`config.mk`:
```
export PLATFORM = sky130hd
export DESIGN_NAME = frame_commit_ctrl_flat
export DESIGN_NICKNAME = d
export VERILOG_FILES = /design/src/rtl/gpu_pkg.sv /design/src/rtl/frame_commit_ctrl_if.sv /design/src/rtl/sync2.sv /design/src/rtl/frame_commit_ctrl.sv /design/src/flat_wrapper.sv
export SDC_FILE = /design/constraint.sdc
export NUM_CORES = 1
export LEC_CHECK = 0
export BUFFER_PORTS_ARGS = -buffer_cell sky130_fd_sc_hd__buf_2
export CAP_MARGIN = 20
export CORE_MARGIN = 2
export CORE_UTILIZATION = 43
export DETAILED_ROUTE_END_ITERATION = 6
export PLACE_DENSITY = 0.77
export SETUP_SLACK_MARGIN = 0.02
export SYNTH_ARGS = -nofsm -noshare
export SYNTH_HDL_FRONTEND = slang
export SYNTH_HIERARCHICAL = 1
export SYNTH_SLANG_ARGS = --single-unit
```
`constraint.sdc`:
```
create_clock -name clk -period 1.34 [get_ports clk]
set_input_delay 0.134 -clock clk [delete_from_list [all_inputs] [get_ports clk]]
set_output_delay 0.134 -clock clk [all_outputs]
set_load 0.005 [all_outputs]
```
`src/rtl/gpu_pkg.sv`:
```
// rtl/gpu_pkg.sv - shared VGA timing, packed polygon widths and commit FSM encoding
package gpu_pkg;

    localparam int VGA_H_ACTIVE = 640;
    localparam int VGA_H_TOTAL  = 800;
    localparam int VGA_V_ACTIVE = 480;
    localparam int VGA_V_TOTAL  = 525;

    localparam int COLOR_W  = 6;
    localparam int X_W      = 7;
    localparam int Y_W      = 6;
    localparam int NPOLY    = 2;
    localparam int PCOLOR_W = COLOR_W * NPOLY;
    localparam int VX_W     = X_W * NPOLY;
    localparam int VY_W     = Y_W * NPOLY;

    typedef enum logic [1:0] {
        ST_IDLE    = 2'd0,
        ST_PENDING = 2'd1,
        ST_COMMIT  = 2'd2
    } commit_state_t;

    // Field order matches the frontend's sh_* port order; dirty compares the whole word.
    typedef struct packed {
        logic [COLOR_W-1:0]  bg_color;
        logic [PCOLOR_W-1:0] poly_color;
        logic [VX_W-1:0]     v0_x;
        logic [VY_W-1:0]     v0_y;
        logic [VX_W-1:0]     v1_x;
        logic [VY_W-1:0]     v1_y;
        logic [VX_W-1:0]     v2_x;
        logic [VY_W-1:0]     v2_y;
        logic [NPOLY-1:0]    poly_en;
    } frame_t;

endpackage

```
`src/rtl/frame_commit_ctrl_if.sv`:
```
// rtl/frame_commit_ctrl_if.sv - shadow (frontend) and committed (rasterizer) polygon buses
interface frame_commit_ctrl_if;
    import gpu_pkg::*;

    logic [COLOR_W-1:0]  sh_bg_color,   act_bg_color;
    logic [PCOLOR_W-1:0] sh_poly_color, act_poly_color;
    logic [VX_W-1:0]     sh_v0_x,       act_v0_x;
    logic [VY_W-1:0]     sh_v0_y,       act_v0_y;
    logic [VX_W-1:0]     sh_v1_x,       act_v1_x;
    logic [VY_W-1:0]     sh_v1_y,       act_v1_y;
    logic [VX_W-1:0]     sh_v2_x,       act_v2_x;
    logic [VY_W-1:0]     sh_v2_y,       act_v2_y;
    logic [NPOLY-1:0]    sh_poly_en,    act_poly_en;

    modport master (
        output sh_bg_color, sh_poly_color, sh_v0_x, sh_v0_y, sh_v1_x, sh_v1_y,
               sh_v2_x, sh_v2_y, sh_poly_en,
        input  act_bg_color, act_poly_color, act_v0_x, act_v0_y, act_v1_x, act_v1_y,
               act_v2_x, act_v2_y, act_poly_en
    );

    modport slave (
        input  sh_bg_color, sh_poly_color, sh_v0_x, sh_v0_y, sh_v1_x, sh_v1_y,
               sh_v2_x, sh_v2_y, sh_poly_en,
        output act_bg_color, act_poly_color, act_v0_x, act_v0_y, act_v1_x, act_v1_y,
               act_v2_x, act_v2_y, act_poly_en
    );

endinterface

```
`src/rtl/sync2.sv`:
```
// rtl/sync2.sv - two-flop synchronizer for an asynchronous single-bit input
module sync2 #(
    parameter logic RST_VAL = 1'b0
) (
    input  logic clk,
    input  logic rst_n,
    input  logic d,
    output logic q
);

    logic meta;

    always_ff @(posedge clk) begin
        if (!rst_n) begin
            meta <= RST_VAL;
            q    <= RST_VAL;
        end else begin
            meta <= d;
            q    <= meta;
        end
    end

endmodule

```
`src/rtl/frame_commit_ctrl.sv`:
```
// rtl/frame_commit_ctrl.sv - blanking-gated SPI load enable and tear-free polygon commit (stats: FRAME_COMMIT_STATS_EN)
module frame_commit_ctrl
    import gpu_pkg::*;
#(
    parameter int H_ACTIVE = VGA_H_ACTIVE,
    parameter int H_TOTAL  = VGA_H_TOTAL,
    parameter int V_ACTIVE = VGA_V_ACTIVE,
    parameter int V_TOTAL  = VGA_V_TOTAL
) (
    input  logic                 clk,
    input  logic                 rst_n,
    input  logic [9:0]           hpos,
    input  logic [9:0]           vpos,
    input  logic                 display_en,
    input  logic                 spi_cs_n,
    output logic                 en_load,
    output logic                 commit_pulse,
    output logic                 commit_pending,
`ifdef FRAME_COMMIT_STATS_EN
    output logic [3:0]           missed_cnt,
    output logic [7:0]           commit_cnt,
`endif
    frame_commit_ctrl_if.slave   fb
);

    localparam logic [9:0] HA = 10'(H_ACTIVE);
    localparam logic [9:0] HL = 10'(H_TOTAL - 1);
    localparam logic [9:0] VA = 10'(V_ACTIVE);
    localparam logic [9:0] VL = 10'(V_TOTAL - 1);

    logic          cs_s;
    logic          spi_idle;
    logic          load_hold;
    logic          blank;
    logic          vblank_start;
    logic          frame_end;
    logic          dirty;
    frame_t        sh_f;
    frame_t        act_q;
    commit_state_t state;

    sync2 #(.RST_VAL(1'b1)) u_cs_sync (
        .clk   (clk),
        .rst_n (rst_n),
        .d     (spi_cs_n),
        .q     (cs_s)
    );

    assign spi_idle     = cs_s;
    assign blank        = (hpos >= HA) | (vpos >= VA);
    assign vblank_start = (hpos == 10'd0) & (vpos == VA);
    assign frame_end    = (hpos == HL) & (vpos == VL);

    assign sh_f = {fb.sh_bg_color, fb.sh_poly_color, fb.sh_v0_x, fb.sh_v0_y,
                   fb.sh_v1_x, fb.sh_v1_y, fb.sh_v2_x, fb.sh_v2_y, fb.sh_poly_en};
    assign dirty = (sh_f != act_q);

    assign fb.act_bg_color   = act_q.bg_color;
    assign fb.act_poly_color = act_q.poly_color;
    assign fb.act_v0_x       = act_q.v0_x;
    assign fb.act_v0_y       = act_q.v0_y;
    assign fb.act_v1_x       = act_q.v1_x;
    assign fb.act_v1_y       = act_q.v1_y;
    assign fb.act_v2_x       = act_q.v2_x;
    assign fb.act_v2_y       = act_q.v2_y;
    assign fb.act_poly_en    = act_q.poly_en;

    // A transfer that began while loads were allowed keeps en_load up until CS releases.
    always_ff @(posedge clk) begin
        if (!rst_n) begin
            en_load   <= 1'b0;
            load_hold <= 1'b0;
        end else begin
            en_load <= ~display_en | blank | load_hold;
            if (cs_s)
                load_hold <= 1'b0;
            else if (en_load)
                load_hold <= 1'b1;
        end
    end

    // act_q is written on the PENDING->COMMIT edge, so the COMMIT cycle is the one
    // where the new values and commit_pulse are both visible.
    always_ff @(posedge clk) begin
        if (!rst_n) begin
            state          <= ST_IDLE;
            act_q          <= '0;
            commit_pulse   <= 1'b0;
            commit_pending <= 1'b0;
`ifdef FRAME_COMMIT_STATS_EN
            missed_cnt     <= 4'd0;
            commit_cnt     <= 8'd0;
`endif
        end else begin
            commit_pulse <= 1'b0;
            case (state)
                ST_IDLE: begin
                    if (dirty && (!display_en || vblank_start)) begin
                        state          <= ST_PENDING;
                        commit_pending <= 1'b1;
                    end
                end
                ST_PENDING: begin
                    if (spi_idle && !load_hold) begin
                        state          <= ST_COMMIT;
                        commit_pending <= 1'b0;
                        commit_pulse   <= 1'b1;
                        act_q          <= sh_f;
`ifdef FRAME_COMMIT_STATS_EN
                        commit_cnt     <= commit_cnt + 8'd1;
`endif
                    end else if (frame_end) begin
                        state          <= ST_IDLE;
                        commit_pending <= 1'b0;
`ifdef FRAME_COMMIT_STATS_EN
                        if (missed_cnt != 4'hf)
                            missed_cnt <= missed_cnt + 4'd1;
`endif
                    end
                end
                ST_COMMIT: begin
                    state <= ST_IDLE;
                end
                default: begin
                    state          <= ST_IDLE;
                    commit_pending <= 1'b0;
                end
            endcase
        end
    end

endmodule

```
`src/flat_wrapper.sv`:
```
// flat-port wrapper written by rule: the top's interface ports become plain ports
module frame_commit_ctrl_flat import gpu_pkg::*;
#(
    parameter int H_ACTIVE = VGA_H_ACTIVE,
    parameter int H_TOTAL  = VGA_H_TOTAL,
    parameter int V_ACTIVE = VGA_V_ACTIVE,
    parameter int V_TOTAL  = VGA_V_TOTAL
)
  (clk, rst_n, hpos, vpos, display_en, spi_cs_n, en_load, commit_pulse, commit_pending, fb_sh_bg_color, fb_sh_poly_color, fb_sh_v0_x, fb_sh_v0_y, fb_sh_v1_x, fb_sh_v1_y, fb_sh_v2_x, fb_sh_v2_y, fb_sh_poly_en, fb_act_bg_color, fb_act_poly_color, fb_act_v0_x, fb_act_v0_y, fb_act_v1_x, fb_act_v1_y, fb_act_v2_x, fb_act_v2_y, fb_act_poly_en);
  frame_commit_ctrl_if fb_i ();
  input  logic clk;
  input  logic rst_n;
  input  logic [9:0] hpos;
  input  logic [9:0] vpos;
  input  logic display_en;
  input  logic spi_cs_n;
  output logic en_load;
  output logic commit_pulse;
  output logic commit_pending;
  input wire logic [$bits(fb_i.sh_bg_color)-1:0] fb_sh_bg_color;
  input wire logic [$bits(fb_i.sh_poly_color)-1:0] fb_sh_poly_color;
  input wire logic [$bits(fb_i.sh_v0_x)-1:0] fb_sh_v0_x;
  input wire logic [$bits(fb_i.sh_v0_y)-1:0] fb_sh_v0_y;
  input wire logic [$bits(fb_i.sh_v1_x)-1:0] fb_sh_v1_x;
  input wire logic [$bits(fb_i.sh_v1_y)-1:0] fb_sh_v1_y;
  input wire logic [$bits(fb_i.sh_v2_x)-1:0] fb_sh_v2_x;
  input wire logic [$bits(fb_i.sh_v2_y)-1:0] fb_sh_v2_y;
  input wire logic [$bits(fb_i.sh_poly_en)-1:0] fb_sh_poly_en;
  output wire logic [$bits(fb_i.act_bg_color)-1:0] fb_act_bg_color;
  output wire logic [$bits(fb_i.act_poly_color)-1:0] fb_act_poly_color;
  output wire logic [$bits(fb_i.act_v0_x)-1:0] fb_act_v0_x;
  output wire logic [$bits(fb_i.act_v0_y)-1:0] fb_act_v0_y;
  output wire logic [$bits(fb_i.act_v1_x)-1:0] fb_act_v1_x;
  output wire logic [$bits(fb_i.act_v1_y)-1:0] fb_act_v1_y;
  output wire logic [$bits(fb_i.act_v2_x)-1:0] fb_act_v2_x;
  output wire logic [$bits(fb_i.act_v2_y)-1:0] fb_act_v2_y;
  output wire logic [$bits(fb_i.act_poly_en)-1:0] fb_act_poly_en;
  assign fb_i.sh_bg_color = fb_sh_bg_color;
  assign fb_i.sh_poly_color = fb_sh_poly_color;
  assign fb_i.sh_v0_x = fb_sh_v0_x;
  assign fb_i.sh_v0_y = fb_sh_v0_y;
  assign fb_i.sh_v1_x = fb_sh_v1_x;
  assign fb_i.sh_v1_y = fb_sh_v1_y;
  assign fb_i.sh_v2_x = fb_sh_v2_x;
  assign fb_i.sh_v2_y = fb_sh_v2_y;
  assign fb_i.sh_poly_en = fb_sh_poly_en;
  assign fb_act_bg_color = fb_i.act_bg_color;
  assign fb_act_poly_color = fb_i.act_poly_color;
  assign fb_act_v0_x = fb_i.act_v0_x;
  assign fb_act_v0_y = fb_i.act_v0_y;
  assign fb_act_v1_x = fb_i.act_v1_x;
  assign fb_act_v1_y = fb_i.act_v1_y;
  assign fb_act_v2_x = fb_i.act_v2_x;
  assign fb_act_v2_y = fb_i.act_v2_y;
  assign fb_act_poly_en = fb_i.act_poly_en;
  frame_commit_ctrl #(.H_ACTIVE(H_ACTIVE), .H_TOTAL(H_TOTAL), .V_ACTIVE(V_ACTIVE), .V_TOTAL(V_TOTAL)) u_core (.clk(clk), .rst_n(rst_n), .hpos(hpos), .vpos(vpos), .display_en(display_en), .spi_cs_n(spi_cs_n), .en_load(en_load), .commit_pulse(commit_pulse), .commit_pending(commit_pending), .fb(fb_i));
endmodule
```
**After elaboration in Yosys (flattened, before gate mapping)**

Index checks and enable logic that the tools add are counted.
W data, S select, Z words.

- $lt $le $gt $ge: 2
- Eq/ne operators: 8
- Muxes and demuxes: 9
- Bitwise gates (word level): 8
- Reduce and logical (&&, ||, !) cells: 12

Operator list:

| kind | count |
|---|---|
| $ne A98 B98 Y1 | 1 |
| $eq A10 B10 Y1 const B | 2 |
| $eq A10 B9 Y1 const B | 1 |
| $ge A10 B10 Y1 const B | 1 |
| $ge A10 B9 Y1 const B | 1 |
| $logic_not A10 Y1 | 1 |
| $mux W2 | 3 |
| $reduce_and A2 Y1 | 3 |
| $mux W1 | 4 |
| $pmux W2 S2 | 1 |
| $ne A3 B1 Y1 const B | 1 |
| $not A1 Y1 | 3 |
| $or A1 B1 Y1 | 3 |
| $pmux W1 S3 | 1 |
| $reduce_and A3 Y1 | 1 |
| $and A1 B1 Y1 | 2 |
| $eq A2 B1 Y1 const B | 1 |
| $eq A2 B2 Y1 const B | 1 |
| $logic_and A1 B1 Y1 | 2 |
| $logic_not A1 Y1 | 2 |
| $logic_not A2 Y1 | 1 |
| $ne A2 B1 Y1 const B | 1 |
| $reduce_or A2 Y1 | 1 |
| $logic_or A1 B1 Y1 | 1 |

- Bits in registers: 106
- Input bits: 122
- Word-level logic and storage cells: 55

**Logic depth before layout (Yosys ltp)**

- Word-level depth: 6
- Gate-level depth with buffers: 7

**Modules after synthesis**

Netlist, hierarchy kept.

By module, submodules not included:

| module | instances | cells each | area each (µm²) | seq. area each (µm²) |
|---|---|---|---|---|
| frame_commit_ctrl | 1 | 603 | 4825.9 | 2082.0 |
| sync2 | 1 | 4 | 52.6 | 40.0 |

**Worst setup path after synthesis**

OpenSTA, ideal clock, no wires.

- Kind: register to register
- From: register u_core.act_q, in the netlist u_core/fb.act_poly_color[5]
- To: register u_core.commit_pending
- Arrival time: 1266 ps
- Required time: 1203 ps
- Path slack: -63 ps
- Cell stages (with the launch flop): 6
- Period minus slack after synthesis: 1403 ps
- Cell sequence: dfxtp_1 xor2_1 nor4_1 nand4_1 nor4_2 a311oi_1

- Cells in the longest elaborated chain, start to end: 4

Ends and longest elaborated chain:

| what | RTL line | source |
|---|---|---|
| start, declared | frame_commit_ctrl.sv:39 | `frame_t act_q;` |
| start signal, assigned | frame_commit_ctrl.sv:87 | `act_q <= '0;` |
| start signal, assigned | frame_commit_ctrl.sv:108 | `act_q <= sh_f;` |
| $ne A98 B98 Y1 | frame_commit_ctrl.sv:56 | `assign dirty = (sh_f != act_q);` |
| $logic_and A1 B1 Y1 | frame_commit_ctrl.sv:98 | `if (dirty && (!display_en \|\| vblank_start)) begin` |
| $ne A2 B1 Y1 (no source line) | n/a |  |
| $reduce_and A3 Y1 (no source line) | n/a |  |
| end signal, assigned | frame_commit_ctrl.sv:100 | `commit_pending <= 1'b1;` |
| end signal, assigned | frame_commit_ctrl.sv:106 | `commit_pending <= 1'b0;` |
| end signal, assigned | frame_commit_ctrl.sv:114 | `commit_pending <= 1'b0;` |
| end, declared | frame_commit_ctrl.sv:18 | `output logic commit_pending,` |

No other way between the ends.
A chain may end at the register's enable or synchronous reset.

**Worst setup path in the final report**

- From: register u_core.act_q, in the netlist u_core/fb.act_v1_x[4]
- To: register u_core.commit_pending

The elaborated chain is that of the path after synthesis.

==> qor.csv <==
metric,value,unit
Port-buffer cells,222,
Worst-Skew Late Latency,340,ps
most frequent cells in the layout,"buf_2, nand2_1, xor2_1",
RSZ-0062 raised after global routing,yes,
Worst-Margin Slew,482,ps
Pre-Repair DR Iteration Count,5,
"commonest non-fill, non-tap cell in the layout",buf_2,
Worst Hold Class,in -> reg,
period utilization,127,%
Die X,111,um
Most Crowded Layer GR,met2,
DP Wirelength,11700,um
TritonCTS clock tree,done,
failing checks,negative setup slack,
pre-CTS setup slack,-425,ps
area grow syn2layout,71.4,%
Avg Vias per Cell,5.29,
Placed Area,6820,um2
Yosys top cell area share,43.5,%
average cell area after synthesis,8.04,um2
core area,10900,um2
post-synth cell types,31,
"Remaining Overflow, GRT",0,
Post-DRT Antenna Nets,0,
Worst Path Max Fanout,2,
Slew headroom,67.9,%
drc violations,0,
drt total wl,20100,um
Pleak,4.06,nW
CTS sink cnt,106,
io pins,223,
Reg-to-Reg End,u_core/commit_pending,
routability cong.,0.798,
overall die area,12200,um2
critical path class,reg -> reg,
Final Cell Area,8360,um2
"top cells by area, synth","dfxtp_1, xor2_1, nand2_1, a21oi_1, nor4_1",
largest net degree at the start of global routing,77,
max frequency,0.585,GHz
syn nets,729,
vias in the first global route,5547,
CP endpoint,u_core/commit_pending,
Fin Clk Skew,13.1,ps
row cnt,38,
first-pass GRT wire length,28200,um
crit path DAT,1910,ps
NumNets Final,1059,
Chip Height,111,um
Max VDD drop,0.838,mV
Iter 0 DRT Violations,341,
Pins Over Slew Limit,0,
met2 Resource Use GR,50.8,%
Root Buffer,clkbuf_16,
"Reg clk slew, reported paths",80,ps
Tot GR Track Use,28.5,%
fin cells,1083,
initial antenna violation count,1,
DR WL/cell,18.5,um
Max Buffers Root-to-Sink,2,
Power Dens Cells,961,nW/um2
placed cells,1032,
Setup crit end kind,flop,
R2R depth,6,
"Core Util, Final",76.4,%
M3 GR Usage,6.31,%
max-cap viol count,0,
Tmin final,1710,ps
# fillers,735,
endpoints failing setup,99,
CP Launch Point,u_core/fb.act_v1_x[4],
WP data required,1540,ps
DR vias,5728,
Yosys reg bits,106,
sequential share of the synthesized area,43.5,%
proportion of layout cells with a drive suffix above 1,53.2,%
H-tree Lvls,3,
endpoints failing hold,0,
Initial Util,44.6,%
Synth area leader,dfxtp_1,
total CTS buffers,9,
flop-to-flop setup slack,-370,ps
status,finished with violations,
Post-Syn Instances,607,
Setup crit start kind,flop,
worst setup margin,-368,ps
Synth warnings,6,
synthesized cell area,4880,um2
routing usage on met1,34.7,%
reg2reg start,u_core/fb.act_v1_x[4],
==> through the flow <==
step / total power (W) / TNS (ps) / hold WS [ps]
final: 0.00803 / -8070 / 7.97
after global routing: 0.00834 / -14860 / 19.1
after CTS: 0.00780 / -5450 / 2.95
after detailed placement: 0.00490 / -856 / 324
after global placement: 0.00488 / -797 / 314
after floorplan: 0.00410 / -21.0 / 207
==> cells in the mapped netlist <==
cell      count
a211o_2       1
a21oi_1     100
a311oi_1      2
a31oi_1       1
a41oi_1       1
and2b_1       1
buf_2        19
buf_4         2
buf_6         2
clkbuf_1     10
dfxtp_1     106
inv_2         1
nand2_1     199
nand2b_1      4
nand3_1       2
nand3b_1      2
nand4_1       7
nand4b_1      1
nor2_1       11
nor3_1        2
nor3b_1       1
nor4_1       25
nor4_2        1
nor4_4        2
o21ai_0       1
o311ai_1      1
o31ai_2       1
or2_2         1
or2b_1        1
or4b_4        1
xor2_1       98
==> layer usage <==
layer	vias to the layer above	wire length (um)
met1	2671	7440
met2	315	10200
met3	52	1870
met4	0	565
li1	2690	-
met5	-	0
==> where the power goes <==
part / internal, W / switching (W)
combinational: 0.00105 / 0.00100
clock: 0.00128 / 0.00126
sequential: 0.00331 / 0.000133
total: 0.00564 / 0.00240
==> worst max-delay path, stage by stage (launching register included) <==
cell	delay [ps]
dfxtp_2	330
xor2_1	150
nor4_1	330
buf_4	190
nand4_1	160
nor4_4	290
a311oi_1	130
==> cells by family after synthesis <==
family,synth area share [%]
compound gates,11.7
buf+inv,3.56
flops,43.5
simple gates,23.7
xor+xnor,17.6
==> layout make-up <==
type                       count  area [um2]  share of cell area [%]
antenna                        2        5.00                  0.0599
clock buffer                   9         225                    2.69
clock inverter                 6        47.5                   0.569
inverter                       1        5.00                  0.0599
multi-input combinational    467        3080                    36.8
sequential                   106        2140                    25.6
tap                          140         175                    2.10
timing repair buffer         352        2690                    32.1
==> flip-flops by register name, indices dropped and copies added, names as in the netlist <==
signal and count:
u_core/fb.act_v1_y 12, u_core/fb.act_v2_x 14, u_core/fb.act_v0_x 14, u_core/fb.act_v0_y 12, u_core/fb.act_bg_color 6, u_core/commit_pulse 1, u_core/fb.act_v2_y 12, u_core/fb.act_poly_color 12
u_core/fb.act_poly_en 2, u_core/en_load 1, u_core/commit_pending 1, u_core/load_hold 1, u_core/fb.act_v1_x 14, u_core/u_cs_sync/q 1, u_core/u_cs_sync/meta 1, u_core/state 2
==> timing repair <==
item | 4_1_cts | 5_1_grt
hold buffers | 2 | 0
pin swaps | 61 | 57
gates resized for setup | 107 | 105
cloned | 17 | 1
setup endpoints to repair | 62 | 102
hold endpoints to repair | 1 | 0
buffers inserted | 12 | 7
==> worst min-delay path by stage <==
stage,start,to,slack [ps],depth (start not counted)
floorplan,rst_n,u_core/u_cs_sync/meta,210,1
global placement,spi_cs_n,u_core/u_cs_sync/meta,310,2
detailed placement,spi_cs_n,u_core/u_cs_sync/meta,320,2
CTS,rst_n,u_core/u_cs_sync/q,3,2
global route,rst_n,u_core/u_cs_sync/q,20,2
finish,rst_n,u_core/u_cs_sync/q,8,2
Note: power is estimated with default switching activity, not from simulation.
